$ cat src/rtl/reg_file_n_if.sv
// Read/write/claim bundle for reg_file_n; master drives selects and data, slave returns read data and busy flags.
// Interface only; it holds no state and applies no backpressure.
interface reg_file_n_if #(
  parameter int WIDTH  = 16,
  parameter int ADDR_W = 4
);
  logic              load_en;
  logic [ADDR_W-1:0] dest_sel;
  logic [WIDTH-1:0]  d;
  logic              claim_en;
  logic [ADDR_W-1:0] claim_sel;
  logic [ADDR_W-1:0] a_sel;
  logic [ADDR_W-1:0] b_sel;
  logic [WIDTH-1:0]  A;
  logic [WIDTH-1:0]  B;
  logic              a_busy;
  logic              b_busy;

  modport master (
    output load_en, dest_sel, d, claim_en, claim_sel, a_sel, b_sel,
    input  A, B, a_busy, b_busy
  );

  modport slave (
    input  load_en, dest_sel, d, claim_en, claim_sel, a_sel, b_sel,
    output A, B, a_busy, b_busy
  );
endinterface

$ cat src/rtl/reg_file_n.sv
// Register file with a per-register busy scoreboard; A/B/a_busy/b_busy are registered (1-cycle latency) with write/claim bypass.
// No backpressure: every write and claim is accepted. Define REG_FILE_N_ZERO_R0_EN to hardwire register 0 to zero and never busy.
module reg_file_n #(
  parameter int WIDTH  = 16,
  parameter int ADDR_W = 4
) (
  input logic         clk,
  input logic         rst,
  reg_file_n_if.slave rf
);
  localparam int DEPTH = 2 ** ADDR_W;

  logic [WIDTH-1:0] regs [DEPTH];
  logic [DEPTH-1:0] busy;

  logic             wr_ok;
  logic             claim_ok;
  logic             wr_hit_a;
  logic             wr_hit_b;
  logic             cl_hit_a;
  logic             cl_hit_b;
  logic [WIDTH-1:0] a_nxt;
  logic [WIDTH-1:0] b_nxt;
  logic             a_busy_nxt;
  logic             b_busy_nxt;

  // With the zero-r0 option, index 0 writes/claims are dropped before they
  // reach storage or bypass, so r0 stays at its reset value of zero.
`ifdef REG_FILE_N_ZERO_R0_EN
  assign wr_ok    = rf.load_en  && (rf.dest_sel  != '0);
  assign claim_ok = rf.claim_en && (rf.claim_sel != '0);
`else
  assign wr_ok    = rf.load_en;
  assign claim_ok = rf.claim_en;
`endif

  always_comb begin
    wr_hit_a   = wr_ok    && (rf.dest_sel  == rf.a_sel);
    wr_hit_b   = wr_ok    && (rf.dest_sel  == rf.b_sel);
    cl_hit_a   = claim_ok && (rf.claim_sel == rf.a_sel);
    cl_hit_b   = claim_ok && (rf.claim_sel == rf.b_sel);
    a_nxt      = wr_hit_a ? rf.d : regs[rf.a_sel];
    b_nxt      = wr_hit_b ? rf.d : regs[rf.b_sel];
    // Claim beats a same-cycle write to the same register.
    a_busy_nxt = cl_hit_a | (~wr_hit_a & busy[rf.a_sel]);
    b_busy_nxt = cl_hit_b | (~wr_hit_b & busy[rf.b_sel]);
  end

  always_ff @(posedge clk) begin
    if (rst) begin
      for (int i = 0; i < DEPTH; i++) begin
        regs[i] <= '0;
      end
      busy      <= '0;
      rf.A      <= '0;
      rf.B      <= '0;
      rf.a_busy <= 1'b0;
      rf.b_busy <= 1'b0;
    end else begin
      if (wr_ok) begin
        regs[rf.dest_sel] <= rf.d;
        busy[rf.dest_sel] <= 1'b0;
      end
      if (claim_ok) begin
        busy[rf.claim_sel] <= 1'b1;
      end
      rf.A      <= a_nxt;
      rf.B      <= b_nxt;
      rf.a_busy <= a_busy_nxt;
      rf.b_busy <= b_busy_nxt;
    end
  end
endmodule
$ cat src/flat_wrapper.sv
// flat-port wrapper written by rule: the top's interface ports become plain ports
module reg_file_n_flat 
#(
  parameter int WIDTH  = 16,
  parameter int ADDR_W = 4
)
  (clk, rst, rf_load_en, rf_dest_sel, rf_d, rf_claim_en, rf_claim_sel, rf_a_sel, rf_b_sel, rf_A, rf_B, rf_a_busy, rf_b_busy);
  reg_file_n_if #(.WIDTH(WIDTH), .ADDR_W(ADDR_W)) rf_i ();
  input logic clk;
  input logic rst;
  input wire logic [$bits(rf_i.load_en)-1:0] rf_load_en;
  input wire logic [$bits(rf_i.dest_sel)-1:0] rf_dest_sel;
  input wire logic [$bits(rf_i.d)-1:0] rf_d;
  input wire logic [$bits(rf_i.claim_en)-1:0] rf_claim_en;
  input wire logic [$bits(rf_i.claim_sel)-1:0] rf_claim_sel;
  input wire logic [$bits(rf_i.a_sel)-1:0] rf_a_sel;
  input wire logic [$bits(rf_i.b_sel)-1:0] rf_b_sel;
  output wire logic [$bits(rf_i.A)-1:0] rf_A;
  output wire logic [$bits(rf_i.B)-1:0] rf_B;
  output wire logic [$bits(rf_i.a_busy)-1:0] rf_a_busy;
  output wire logic [$bits(rf_i.b_busy)-1:0] rf_b_busy;
  assign rf_i.load_en = rf_load_en;
  assign rf_i.dest_sel = rf_dest_sel;
  assign rf_i.d = rf_d;
  assign rf_i.claim_en = rf_claim_en;
  assign rf_i.claim_sel = rf_claim_sel;
  assign rf_i.a_sel = rf_a_sel;
  assign rf_i.b_sel = rf_b_sel;
  assign rf_A = rf_i.A;
  assign rf_B = rf_i.B;
  assign rf_a_busy = rf_i.a_busy;
  assign rf_b_busy = rf_i.b_busy;
  reg_file_n #(.WIDTH(WIDTH), .ADDR_W(ADDR_W)) u_core (.clk(clk), .rst(rst), .rf(rf_i));
endmodule
$ cat config.mk
export PLATFORM = sky130hd
export DESIGN_NAME = reg_file_n_flat
export DESIGN_NICKNAME = d
export VERILOG_FILES = /design/src/rtl/reg_file_n_if.sv /design/src/rtl/reg_file_n.sv /design/src/flat_wrapper.sv
export SDC_FILE = /design/constraint.sdc
export NUM_CORES = 1
export LEC_CHECK = 0
export BUFFER_PORTS_ARGS = -buffer_cell sky130_fd_sc_hd__buf_2
export CAP_MARGIN = 25
export CORE_AREA = 3 3 173 175
export CTS_CLUSTER_DIAMETER = 50
export CTS_CLUSTER_SIZE = 25
export DETAILED_ROUTE_END_ITERATION = 7
export DIE_AREA = 0 0 176 178
export PLACE_DENSITY = 0.7
export SYNTH_ARGS = -nofsm -noshare
export SYNTH_HDL_FRONTEND = slang
export SYNTH_SLANG_ARGS = --single-unit
$ cat constraint.sdc
create_clock -name clk -period 2.15 [get_ports clk]
set_input_delay 0.3225 -clock clk [delete_from_list [all_inputs] [get_ports clk]]
set_output_delay 0.3225 -clock clk [all_outputs]
set_load 0.02 [all_outputs]
## Yosys cells after proc, flatten, opt, wreduce, memory -nomap -nowiden

Memory sizes are Yosys's and may differ from the RTL's. A register that Yosys moved wholly into a read port is not among the register bits.
Index checks and enable logic that the tools add are counted.

- Bits in registers: 18
- Latch bits: 0
- Memory bits (writable): 256
- Memory bits (read-only): 0
- Bits of input ports: 36
- Output and inout bits: 34
- Logic and storage cells: 49
- Memories: 1

Memories:

| memory | words | width | read ports | clocked after memory_dff | wr ports | line | RTL |
|---|---|---|---|---|---|---|---|
| u_core.regs | 16 | 16 | 2 | 2 | 16 | reg_file_n.sv:13 | `logic [WIDTH-1:0] regs [DEPTH];` |

- Add/sub/neg operators: 0
- Multiply operators: 0
- Div/mod/pow operators: 0
- Magnitude comparators: 6
- Eq/ne operators: 4
- Shift operators: 0
- Mux-type cells: 19
- Bitwise operators: 9
- Reduce and logical (&&, ||, !) cells: 7

Operators with widths:

| kind | number |
|---|---|
| 2-to-1 mux 16 bit | 4 |
| < comparator 4 x 5 -> 1 bit, second input constant | 4 |
| bitwise AND 16 bit | 1 |
| equality test 4 bit | 4 |
| NOT 16 bit | 1 |
| OR 16 bit | 1 |
| OR reduction 16 bit | 1 |
| 2-to-1 mux 1 bit | 10 |
| binary-select mux 1 bit (select 4 bit) | 2 |
| demux 1 bit (select 4 bit) | 2 |
| >= comparator 4 x 1 -> 1 bit, second input constant | 2 |
| logical AND 1 bit | 6 |
| 2-to-1 mux 4 bit | 1 |
| bitwise AND 1 bit | 2 |
| NOT 1 bit | 2 |
| OR 1 bit | 2 |

## Logic depth before layout (Yosys ltp)

- Depth after elaboration: 10
- Mapped depth: 7

## Worst setup path after synthesis

OpenSTA, ideal clock, no wires.

- Kind: input to register
- Start point: in rf_b_sel[0]
- End point: reg u_core.rf.B[0] (read register of u_core.regs)
- Library setup time: 0.117 ns
- Arrival: 1.601 ns
- Required time: 2.033 ns
- Path slack: 0.432 ns
- Stages: 6
- Cell sequence: buf_6 -> buf_2 -> mux4_2 -> a22oi_1 -> nand2_1 -> a22o_1

RTL lines:

| element | line | RTL |
|---|---|---|
| start: declaration | flat_wrapper.sv:17 | `input wire logic [$bits(rf_i.b_sel)-1:0] rf_b_sel;` |
| end: declaration | reg_file_n_if.sv:26 | `output A, B, a_busy, b_busy` |

==> impl_metrics.py <==
metrics = {
    "layout": {
        "multi_input_area_um2": 6380,
        "areaGrowthSynthToFinish_pct": 15.9,
        "final-seq-area_um2": 8690,
        "fillCellCount": 2017,
        "final_cells": 1564,
        "final_nets": 1191,
        "drive_above_1_share_pct": 30.3,
        "diodes": 0,
    },
    "floorplanning": {
        "std_cell_rows": 62,
        "ios": 70,
        "die_h_um": 178,
        "dieArea_um2": 31300,
        "die_x_um": 176,
        "core_um2": 28600,
        "initial_core_util_pct": 54.5,
    },
    "synthesis": {
        "synth_common_cells": "and2_1, edfxtp_1, mux4_2",
        "synth-adder-area-share_pct": 0,
        "synth_top_family_by_area": "multiplexers",
        "synthMuxAreaShare_pct": 20.2,
        "async_reset_ff_share_pct": 0,
        "synth.yosys.warnings": 0,
        "syn_area_um2": 15600,
        "synth_edf_count": 256,
        "synth-simple-area-share_pct": 13.3,
        "synth_xor_xnor_area_share_pct": 0.899,
        "syn_avg_cell_area_um2": 14.7,
        "seq_area_frac_synth_pct": 55.7,
        "ys.flop_type": "edfxtp_1",
        "yosysMostFrequentCell": "and2_1",
        "yosysTopAreaCell": "edfxtp_1",
        "synth_area_leaders": "edfxtp_1, mux4_2, and2_1, dfxtp_1, a22oi_1",
        "synth_compound_area_share_pct": 6.34,
        "synth_cell_types": 37,
        "syn-num-nets": 1096,
        "synth_top_area_share_pct": 49.3,
        "ys_ff_latch": 306,
        "syn_inst": 1060,
    },
    "clock_network": {
        "path_clk_slew_ps": 70,
        "clkLatencyLatePin_ps": 580,
        "postCtsSetupBuffers": 0,
        "htreeDepth": 1,
        "cts_tree": "built",
        "clock-sinks": 306,
        "cts_hold_buf": 0,
        "cts_root_buf": "clkbuf_16",
        "cts_buffer_depth": 3,
        "cts_buffers": 31,
        "post_cts_resized": 0,
    },
    "timing": {
        "holdWs_ps": 78.0,
        "setup_violations": 0,
        "fin_crit_sh_pct": 79.2,
        "skew_ps": 16.4,
        "tightest_slew_ps": 819,
        "fmax_mhz": 587,
        "rsz0062_at_grt": "false",
        "fin_tns_setup_ps": 0,
        "hold_violations": 0,
        "slew_violations": 0,
        "max_slew_margin_pct": 45.2,
        "min_period_ps": 1700,
    },
    "routing": {
        "vias": 10100,
        "initialDrtViolationCount": 1243,
        "first_pass_iters": 5,
        "post_drt_wl_per_cell_um": 28.4,
        "via_per_inst": 6.46,
        "wl_mm": 44.4,
        "drcViolationCount": 0,
        "ant_nets": 0,
    },
    "pwr": {
        "power_w": 0.0143,
        "p_leak_nw": 6.65,
        "vdd_drop_max_uv": 676,
        "p_per_area_nw_per_um2": 790,
    },
    "hold_path": {
        "hold_path.class": "primary input to register",
        "min_path_cells": 2,
        "min_from": "rf_claim_sel[1]",
    },
    "grt": {
        "grt_pass1_wl_mm": 64.9,
        "grt.total_usage_pct": 28.5,
        "grt_max_degree": 33,
        "grt_pass1_vias": 10000,
        "antenna_found_initial": 1,
        "grt.overflow.total": 0,
    },
    "placement": {
        "numPortBuffers": 69,
        "dp_hpwl_mm": 28.6,
        "gp_congestion": 0.863,
        "dp_cells": 1506,
    },
    "setup_path": {
        "cp_max_fo": 2,
        "arrival_ps": 2160,
        "crit_type": "register to register",
        "rr_worst_depth": 4,
        "cp-startpoint": "u_core.regs[13][10]$_SDFFCE_PN0P_",
        "crit_required_ps": 2610,
        "startpoint_type": "register",
        "r2r_start": "u_core.regs[13][10]$_SDFFCE_PN0P_",
        "critPathCaptureType": "register",
    },
    "run_status": {
        "status": "finished clean",
    },
    "flow_run": {
        "drv_cap": 0,
    },
}
## registers in the layout, indices dropped and copies added (netlist names)
register,count
u_core.rf.b_busy,1
u_core.rf.B,16
u_core.rf.A,16
u_core.regs,256
u_core.busy,16
u_core.rf.a_busy,1
## metrics by stage
stage	setup slack, ps	instance area [um2]	util [%]
CTS	500	18100	63.2
detailed placement	73.2	17000	59.4
global placement	72.8	17000	59.4
floorplan	432	15600	-
finish	448	18100	63.2
global route	373	18100	63.2
## placed cells by master, fill, tap and decap left out, types with 5 or more instances in the layout
cell type / instances
buf_2: 66
nand3_1: 10
o22ai_1: 14
a21o_1: 13
clkbuf_16: 31
inv_6: 6
nor2_1: 21
a22o_1: 32
clkinv_8: 7
buf_4: 53
mux2i_1: 9
nor2b_1: 6
edfxtp_1: 256
inv_1: 18
dfxtp_1: 50
xnor2_1: 6
xor2_1: 10
clkinv_4: 5
a22oi_1: 60
buf_12: 33
mux4_2: 136
and2_1: 259
nand2_1: 42
## per-layer routing
layer / track usage [%] / routed length [um] / vias up / part of all wire, %
li1: - / - / 4263 / -
met1: 39.9 / 17400 / 5187 / 39
met2: 46.4 / 21500 / 559 / 48
met3: 5.30 / 4350 / 87 / 9.8
met4: 8.38 / 1170 / 0 / 2.6
met5: 0 / 0 / - / 0
## worst paths after layout
| kind | to | slack (ps) |
|---|---|---|
| worst max-delay path | u_core.rf.A[10]$_SDFF_PP0_ | 450 |
| worst min-delay path | u_core.busy[13]$_SDFF_PP0_ | 80 |
| worst max register to register | u_core.rf.A[10]$_SDFF_PP0_ | 450 |
| worst min register to register | u_core.busy[8]$_SDFF_PP0_ | 490 |
## final cells by class
class | instances | area share (%)
Sequential cell | 306 | 48.1
Multi-Input combinational cell | 646 | 35.3
Timing Repair Buffer | 152 | 7.68
Clock buffer | 31 | 4.29
Tap cell | 384 | 2.66
Clock inverter | 27 | 1.65
Inverter | 18 | 0.374
## cell families after synthesis
kind of cell | count (synthesis)
and+or+nand+nor | 357
AOI/OAI and AO/OA | 128
DFF | 306
buffers and inverters | 108
xor gates and xnor gates | 16
muxes | 145
## power breakdown
part	internal, W	switching [W]
Sequential	0.00679	0.000186
Combinational	0.000834	0.000975
Clock	0.00291	0.00259
## worst max-delay path, stage by stage, from the launching register on
cell	delay, ps
edfxtp_1	390
mux4_2	480
a22oi_1	440
nand2_1	90
a22o_1	190
Note: power is estimated with default switching activity, not from simulation.
